[config.mk]
export PLATFORM = sky130hd
export DESIGN_NAME = traffic_density_detector
export DESIGN_NICKNAME = d
export VERILOG_FILES = /design/src/rtl/traffic_density_detector.sv
export SDC_FILE = /design/constraint.sdc
export NUM_CORES = 1
export LEC_CHECK = 0
export CAP_MARGIN = 10
export CORE_MARGIN = 1.5
export CORE_UTILIZATION = 49
export DETAILED_ROUTE_END_ITERATION = 8
export GPL_TIMING_DRIVEN = 0
export PLACE_DENSITY = 0.83
export SLEW_MARGIN = 10
export SYNTH_ARGS = -nofsm -noshare
export SYNTH_HDL_FRONTEND = slang
export SYNTH_SLANG_ARGS = --single-unit
export TNS_END_PERCENT = 10
[constraint.sdc]
create_clock -name clk -period 1.7 [get_ports clk]
set_clock_uncertainty 0.05 [all_clocks]
set_input_delay 0.17 -clock clk [delete_from_list [all_inputs] [get_ports clk]]
set_output_delay 0.17 -clock clk [all_outputs]
set_load 0.005 [all_outputs]
[src/rtl/traffic_density_detector.sv]
// Vehicle-loop conditioning (synchronizer + debouncer), windowed vehicle counting
// and a two-threshold hysteresis FSM that drives the heavy/light traffic flag.
module traffic_density_detector #(
    parameter int DEBOUNCE_CYCLES = 2,
    parameter int WINDOW_CYCLES   = 60,
    parameter int HIGH_THRESH     = 5,
    parameter int LOW_THRESH      = 3,
    parameter int CNT_W           = 8
) (
    input  logic             clk,
    input  logic             rst,
    input  logic             en,
    input  logic             veh_sensor,
    output logic             traffic,
    output logic [CNT_W-1:0] veh_count,
    output logic             window_done
);

    localparam int DB_W  = $clog2(DEBOUNCE_CYCLES + 1);
    localparam int TMR_W = $clog2(WINDOW_CYCLES);

    localparam logic [DB_W-1:0]  DB_TOP   = DB_W'(DEBOUNCE_CYCLES - 1);
    localparam logic [TMR_W-1:0] TMR_LAST = TMR_W'(WINDOW_CYCLES - 1);
    localparam logic [CNT_W-1:0] CNT_MAX  = '1;

    typedef enum logic {
        LIGHT = 1'b0,
        HEAVY = 1'b1
    } density_e;

    logic             syncMeta_q;
    logic             syncOut_q;
    logic             db_q, db_d;
    logic [DB_W-1:0]  dbCnt_q, dbCnt_d;
    logic [TMR_W-1:0] timer_q, timer_d;
    logic [CNT_W-1:0] acc_q, acc_d;
    logic [CNT_W-1:0] vehCount_q, vehCount_d;
    logic             done_q, done_d;
    density_e         state_q, state_d;

    logic             vehEvent;
    logic             windowEnd;
    logic [CNT_W-1:0] accSum;

    always_ff @(posedge clk) begin
        if (rst) begin
            syncMeta_q <= 1'b0;
            syncOut_q  <= 1'b0;
            db_q       <= 1'b0;
            dbCnt_q    <= '0;
            timer_q    <= '0;
            acc_q      <= '0;
            vehCount_q <= '0;
            done_q     <= 1'b0;
            state_q    <= LIGHT;
        end else begin
            syncMeta_q <= veh_sensor;
            syncOut_q  <= syncMeta_q;
            db_q       <= db_d;
            dbCnt_q    <= dbCnt_d;
            timer_q    <= timer_d;
            acc_q      <= acc_d;
            vehCount_q <= vehCount_d;
            done_q     <= done_d;
            state_q    <= state_d;
        end
    end

    // The debounced level flips on the cycle the disagreement run reaches its limit;
    // a rising flip is the vehicle event, counted on that same edge.
    always_comb begin
        db_d     = db_q;
        dbCnt_d  = '0;
        vehEvent = 1'b0;
        if (syncOut_q != db_q) begin
            if (dbCnt_q == DB_TOP) begin
                db_d     = syncOut_q;
                vehEvent = syncOut_q;
            end else begin
                dbCnt_d = dbCnt_q + 1'b1;
            end
        end
    end

    assign windowEnd = en && (timer_q == TMR_LAST);
    assign accSum    = (vehEvent && en && (acc_q != CNT_MAX)) ? acc_q + 1'b1 : acc_q;

    always_comb begin
        timer_d    = timer_q;
        acc_d      = accSum;
        vehCount_d = vehCount_q;
        done_d     = 1'b0;
        if (windowEnd) begin
            timer_d    = '0;
            acc_d      = '0;
            vehCount_d = accSum;
            done_d     = 1'b1;
        end else if (en) begin
            timer_d = timer_q + 1'b1;
        end
    end

    // Density only re-evaluates at a window close, using the count just latched.
    always_comb begin
        state_d = state_q;
        if (windowEnd) begin
            case (state_q)
                LIGHT:   if (int'(accSum) >= HIGH_THRESH) state_d = HEAVY;
                HEAVY:   if (int'(accSum) <= LOW_THRESH)  state_d = LIGHT;
                default: state_d = LIGHT;
            endcase
        end
    end

    assign traffic     = (state_q == HEAVY);
    assign veh_count   = vehCount_q;
    assign window_done = done_q;

endmodule

# Word level (Yosys, flattened, before mapping)
# Index checks and enable logic that the tools add are counted.
[word_totals] ff_bits=29 word_cells=33
[classes] add_sub_neg=3 magnitude_cmp=2 eq_ne=4 mux=7 bitwise_logic=2 n_reduce_logical=6
[op_table] op="$add A8 B1 Y8 const B" n=1
[op_table] op="$ge A8 B3 Y1 const B" n=1
[op_table] op="$le A8 B2 Y1 const B" n=1
[op_table] op="$mux W8" n=1
[op_table] op="$ne A8 B8 Y1 const B" n=1
[op_table] op="$add A6 B1 Y6 const B" n=1
[op_table] op="$eq A6 B6 Y1 const B" n=1
[op_table] op="$mux W1" n=5
[op_table] op="$logic_and A1 B1 Y1" n=3
[op_table] op="$reduce_or A3 Y1" n=1
[op_table] op="$add A2 B1 Y2 const B" n=1
[op_table] op="$eq A2 B1 Y1 const B" n=1
[op_table] op="$not A1 Y1" n=2
[op_table] op="$pmux W1 S2" n=1
[op_table] op="$reduce_and A2 Y1" n=1
[op_table] op="$reduce_or A2 Y1" n=1
[op_table] op="$ne A1 B1 Y1" n=1

# Longest topological paths before layout
[depth] word_depth=9 mapped_depth=7

# Worst setup path before layout
# OpenSTA, ideal clock, no wires.
[synth_timing] path_type="flip-flop to flip-flop" from="register dbCnt_q[0]" to="register state_q, in the netlist traffic" setup_ns=0.139 t_arrival_ns=1.458 required_ns=1.511 path_slack_ns=0.053 stages_incl_launch_ff=7 period_less_slack_ns=1.647 cell_sequence="dfxtp_1 -> ha_1 -> and4b_1 -> o21ai_2 -> or4b_1 -> nand3_1 -> a311oi_1"
[synth_between] elab_chain_cells=9 elab_cells_between_ends=11 classes_between="order compare (2); eq/ne (1); mux (6); reduce/logical (2)"
[synth_rtl] element="start: declaration" line_no="34" rtl="logic [DB_W-1:0] dbCnt_q, dbCnt_d;"
[synth_rtl] element="start signal: assignment" line_no="60" rtl="dbCnt_q <= dbCnt_d;"
[synth_rtl] element="$eq A2 B1 Y1 (*)" line_no="76" rtl="if (dbCnt_q == DB_TOP) begin"
[synth_rtl] element="$mux W1 (*)" line_no="76"
[synth_rtl] element="$mux W1 (*)" line_no="75" rtl="if (syncOut_q != db_q) begin"
[synth_rtl] element="$logic_and A1 B1 Y1 (*) (2 in a row)" line_no="86" rtl="assign accSum = (vehEvent && en && (acc_q != CNT_MAX)) ? acc_q + 1'b1 : acc_q;"
[synth_rtl] element="$mux W8 (*)" line_no="86"
[synth_rtl] element="$le A8 B2 Y1 / $ge A8 B3 Y1 (equally long branches)" line_no="109, 108"
[synth_rtl] element="$mux W1 (on tied branches)" line_no="109, 108"
[synth_rtl] element="$pmux W1 S2 (*)" line_no="107" rtl="case (state_q)"
[synth_rtl] element="end signal: assignment" line_no="65" rtl="state_q <= state_d;"
[synth_rtl] element="end: declaration" line_no="39" rtl="density_e state_q, state_d;"
# Every way passes the cells marked *; elsewhere a longest branch is shown, timed or not.
# A chain may end at the register's enable or synchronous reset.

# Worst setup path after layout
# Same ends and word-level chain as after synthesis.

==> run summary <==
status -> complete, no violations
clk_lat worst skew -> 0.34 ns
Synth warnings -> 0
fmax -> 0.598 GHz
NetSw -> 268 uW
Sw Share -> 22.8%
syn nets -> 150
CP endpoint kind -> flop
Die Wd -> 55.5 um
H-tree depth -> 2
drt pass-1 iters -> 4
reg2reg path depth -> 6
Root Buffer -> clkbuf_4
Hold Crit Depth -> 3
FFs w/ async S/R, synth -> 0%
Yosys top cell by area -> dfxtp_1
pin count of the biggest net entering global routing -> 11
vias in the first global route -> 1,042
CTS buffer count -> 5
routed wire length per instance -> 14.0 um
# hold bufs at CTS -> 0
CTS tree -> done
clock sink total -> 29
hold crit path type -> in2reg
Reg-to-Reg Start -> dbCnt_q[0]
number of max-cap violations -> 0
PortBufs -> 12
worst path required time -> 1.86 ns
WS Path Type -> reg2reg
Internal Power -> 910 uW
period utilization -> 98.4%
Hold Crit Start -> en
DRC Markers -> 0
Worst Path Buf+Inv -> 0
share of the synthesized area in the top cell type -> 43.0%
fin nets -> 177
CORE AREA -> 0.00254 mm^2
Antenna Nets Post-Route -> 0
VDD IR max -> 752 uV
Slew headroom -> 65.0%
sequential share of the synthesized area -> 43.0%
clock share of power -> 36.5%
Tot GR Track Use -> 19.6%
area added between synthesis and finish -> 26.2%
DR vias -> 1,135
dpl hpwl -> 1750 um
Seq pwr share -> 59.2%
synthesized flop and latch total -> 29
DR vias/cell -> 5.68
top post-synthesis cells by area -> dfxtp_1 (43%), nor2_1 (6.9%), mux2i_1 (5.2%)
CP startpoint kind -> flop
synthesized area -> 0.00135 mm^2
fin crit period -> 1.67 ns
crit-path max cell delay -> 0.48 ns
commonest non-fill, non-tap cell in the layout -> nor2_1
Ports -> 14
total power -> 1180 uW
PwrDens -> 691 mW/mm^2
die height -> 55.5 um
top_reg_cell synth -> dfxtp_1
commonest non-fill, non-tap cells in the layout -> nor2_1 (25), dfxtp_1 (24), clkdlybuf4s50_1 (12), buf_4 (10), mux2i_1 (7)
CP top delay family -> simple AND/OR/NAND/NOR gates
placer congestion estimate -> 0.822
first-pass GRT wire length -> 4650 um
global route overflow -> 0
final core utilization -> 67.0%
worst-path cell chain -> ha_4 -> and4b_2 -> o21ai_4 -> or4b_4 -> nand3_2 -> a311oi_2
Max Root-Sink Buffers -> 2
synth unique cells -> 43
EDFF count, synth -> 0
initial core utilization -> 53.1%
initial antenna violation count -> 0
RSZ-0062 raised after global routing -> yes
post-synthesis average cell area -> 9.45 um^2
Slowest cell on crit path -> or4b_4
share of layout cells above drive strength 1 -> 27.6%
Routed WL -> 2810 um
CP arrival -> 1.83 ns
final hold vios -> 0
clock slew at reported path FFs -> 0.09 ns
die area -> 0.00308 mm^2
Layout Cells excl Fill -> 200
diode count -> 0
critical path peak fanout -> 4
CP startpoint -> dbCnt_q[0]
Max Slew Vio Count -> 0
num rows -> 18
Least-Margin Pin Slew -> 0.526 ns
leakage -> 0.000629 uW
Synth Instances -> 143
critical path depth -> 6
Comb power frac -> 4.3%
initial DRC count -> 26
Final Setup Violations -> 0
Inst Count DP -> 185
==> synth_stat cells (2+ instances only) <==
| master | number |
|---|---|
| dfxtp_1 | 29 |
| a211oi_1 | 3 |
| xor2_1 | 6 |
| nor2_2 | 2 |
| ha_1 | 3 |
| nand3_1 | 7 |
| nand2b_1 | 2 |
| o21ai_0 | 4 |
| nand2_1 | 3 |
| mux2i_1 | 7 |
| buf_6 | 2 |
| nor2_1 | 25 |
| nand4_1 | 3 |
| nor3_1 | 4 |
| a211oi_2 | 2 |
| a21oi_1 | 2 |
| xnor2_1 | 3 |
| nor2b_1 | 4 |
| inv_1 | 2 |
| nand2_2 | 2 |
| buf_2 | 6 |
==> timing repair <==
action,in CTS,in global routing
pin swaps,2,5
buffers inserted,3,5
gates resized for setup,4,17
setup endpoints to repair,17,20
==> layer usage <==
layer | global-route usage (%) | up-vias | routed length (um)
met2 | 29.6 | 43 | 1370
met4 | 12.9 | 0 | 57
met1 | 23.1 | 531 | 1160
li1 | - | 553 | -
met5 | 0 | - | 0
met3 | 7.26 | 8 | 227
==> flip-flops by register name, summed over array words and instances (netlist names) <==
register	cells
syncMeta_q	1
acc_q	8
db_q	1
veh_count	8
traffic	1
syncOut_q	1
dbCnt_q	2
timer_q	6
window_done	1
==> cells by family (layout without fill, tap and decap cells) <==
logic type	Yosys count	count (layout)	synth area share, %
compound gates	18	18	10.1
xor+xnor	9	9	5.83
fa+ha+maj	3	3	2.78
buf+inv	12	39	5.28
flops	29	29	43.0
mux	8	8	6.02
simple gates	64	64	27.0
==> per-stage QoR <==
step	TNS, ns	hold WS (ns)	cell area [um^2]	worst slack [ns]
floorplan	0	0.192	1350	0.0530
global placement	-1.02	0.355	1510	-0.103
detailed placement	-1.27	0.368	1510	-0.107
CTS	-0.0772	0.0914	1610	-0.0618
global route	-0.200	0.138	1710	-0.0608
finish	0	0.0926	1710	0.0276
==> path summary, 6_finish.rpt <==
path	end	slack, ns
min reg2reg	dbCnt_q[0]	0.39
max	traffic	0.03
min	timer_q[0]	0.09
max reg2reg	traffic	0.03
==> power by group through the flow <==
| stage | Combinational (uW) | Clock (uW) | Sequential (uW) |
|---|---|---|---|
| after detailed placement | 44.0 | 0 | 710 |
| after global placement | 42.8 | 0 | 709 |
| after global routing | 58.0 | 465 | 700 |
| final | 50.6 | 430 | 698 |
| after CTS | 45.7 | 438 | 694 |
| after floorplan | 31.8 | 0 | 709 |
==> cell type report <==
class | instances | area, um^2
clock buffers | 7 | 55.1
fillers | 197 | 840
multi-input cells | 102 | 768
well taps | 30 | 37.5
repair buffers | 20 | 180
inverters | 2 | 7.51
flip-flops and latches | 29 | 587
plain buffers | 10 | 70.1
==> worst min-delay path: stages <==
cell and delay (ns):
buf_4 0.13, xnor2_1 0.07, nor2_1 0.07
(Power assumes the default switching activity.)
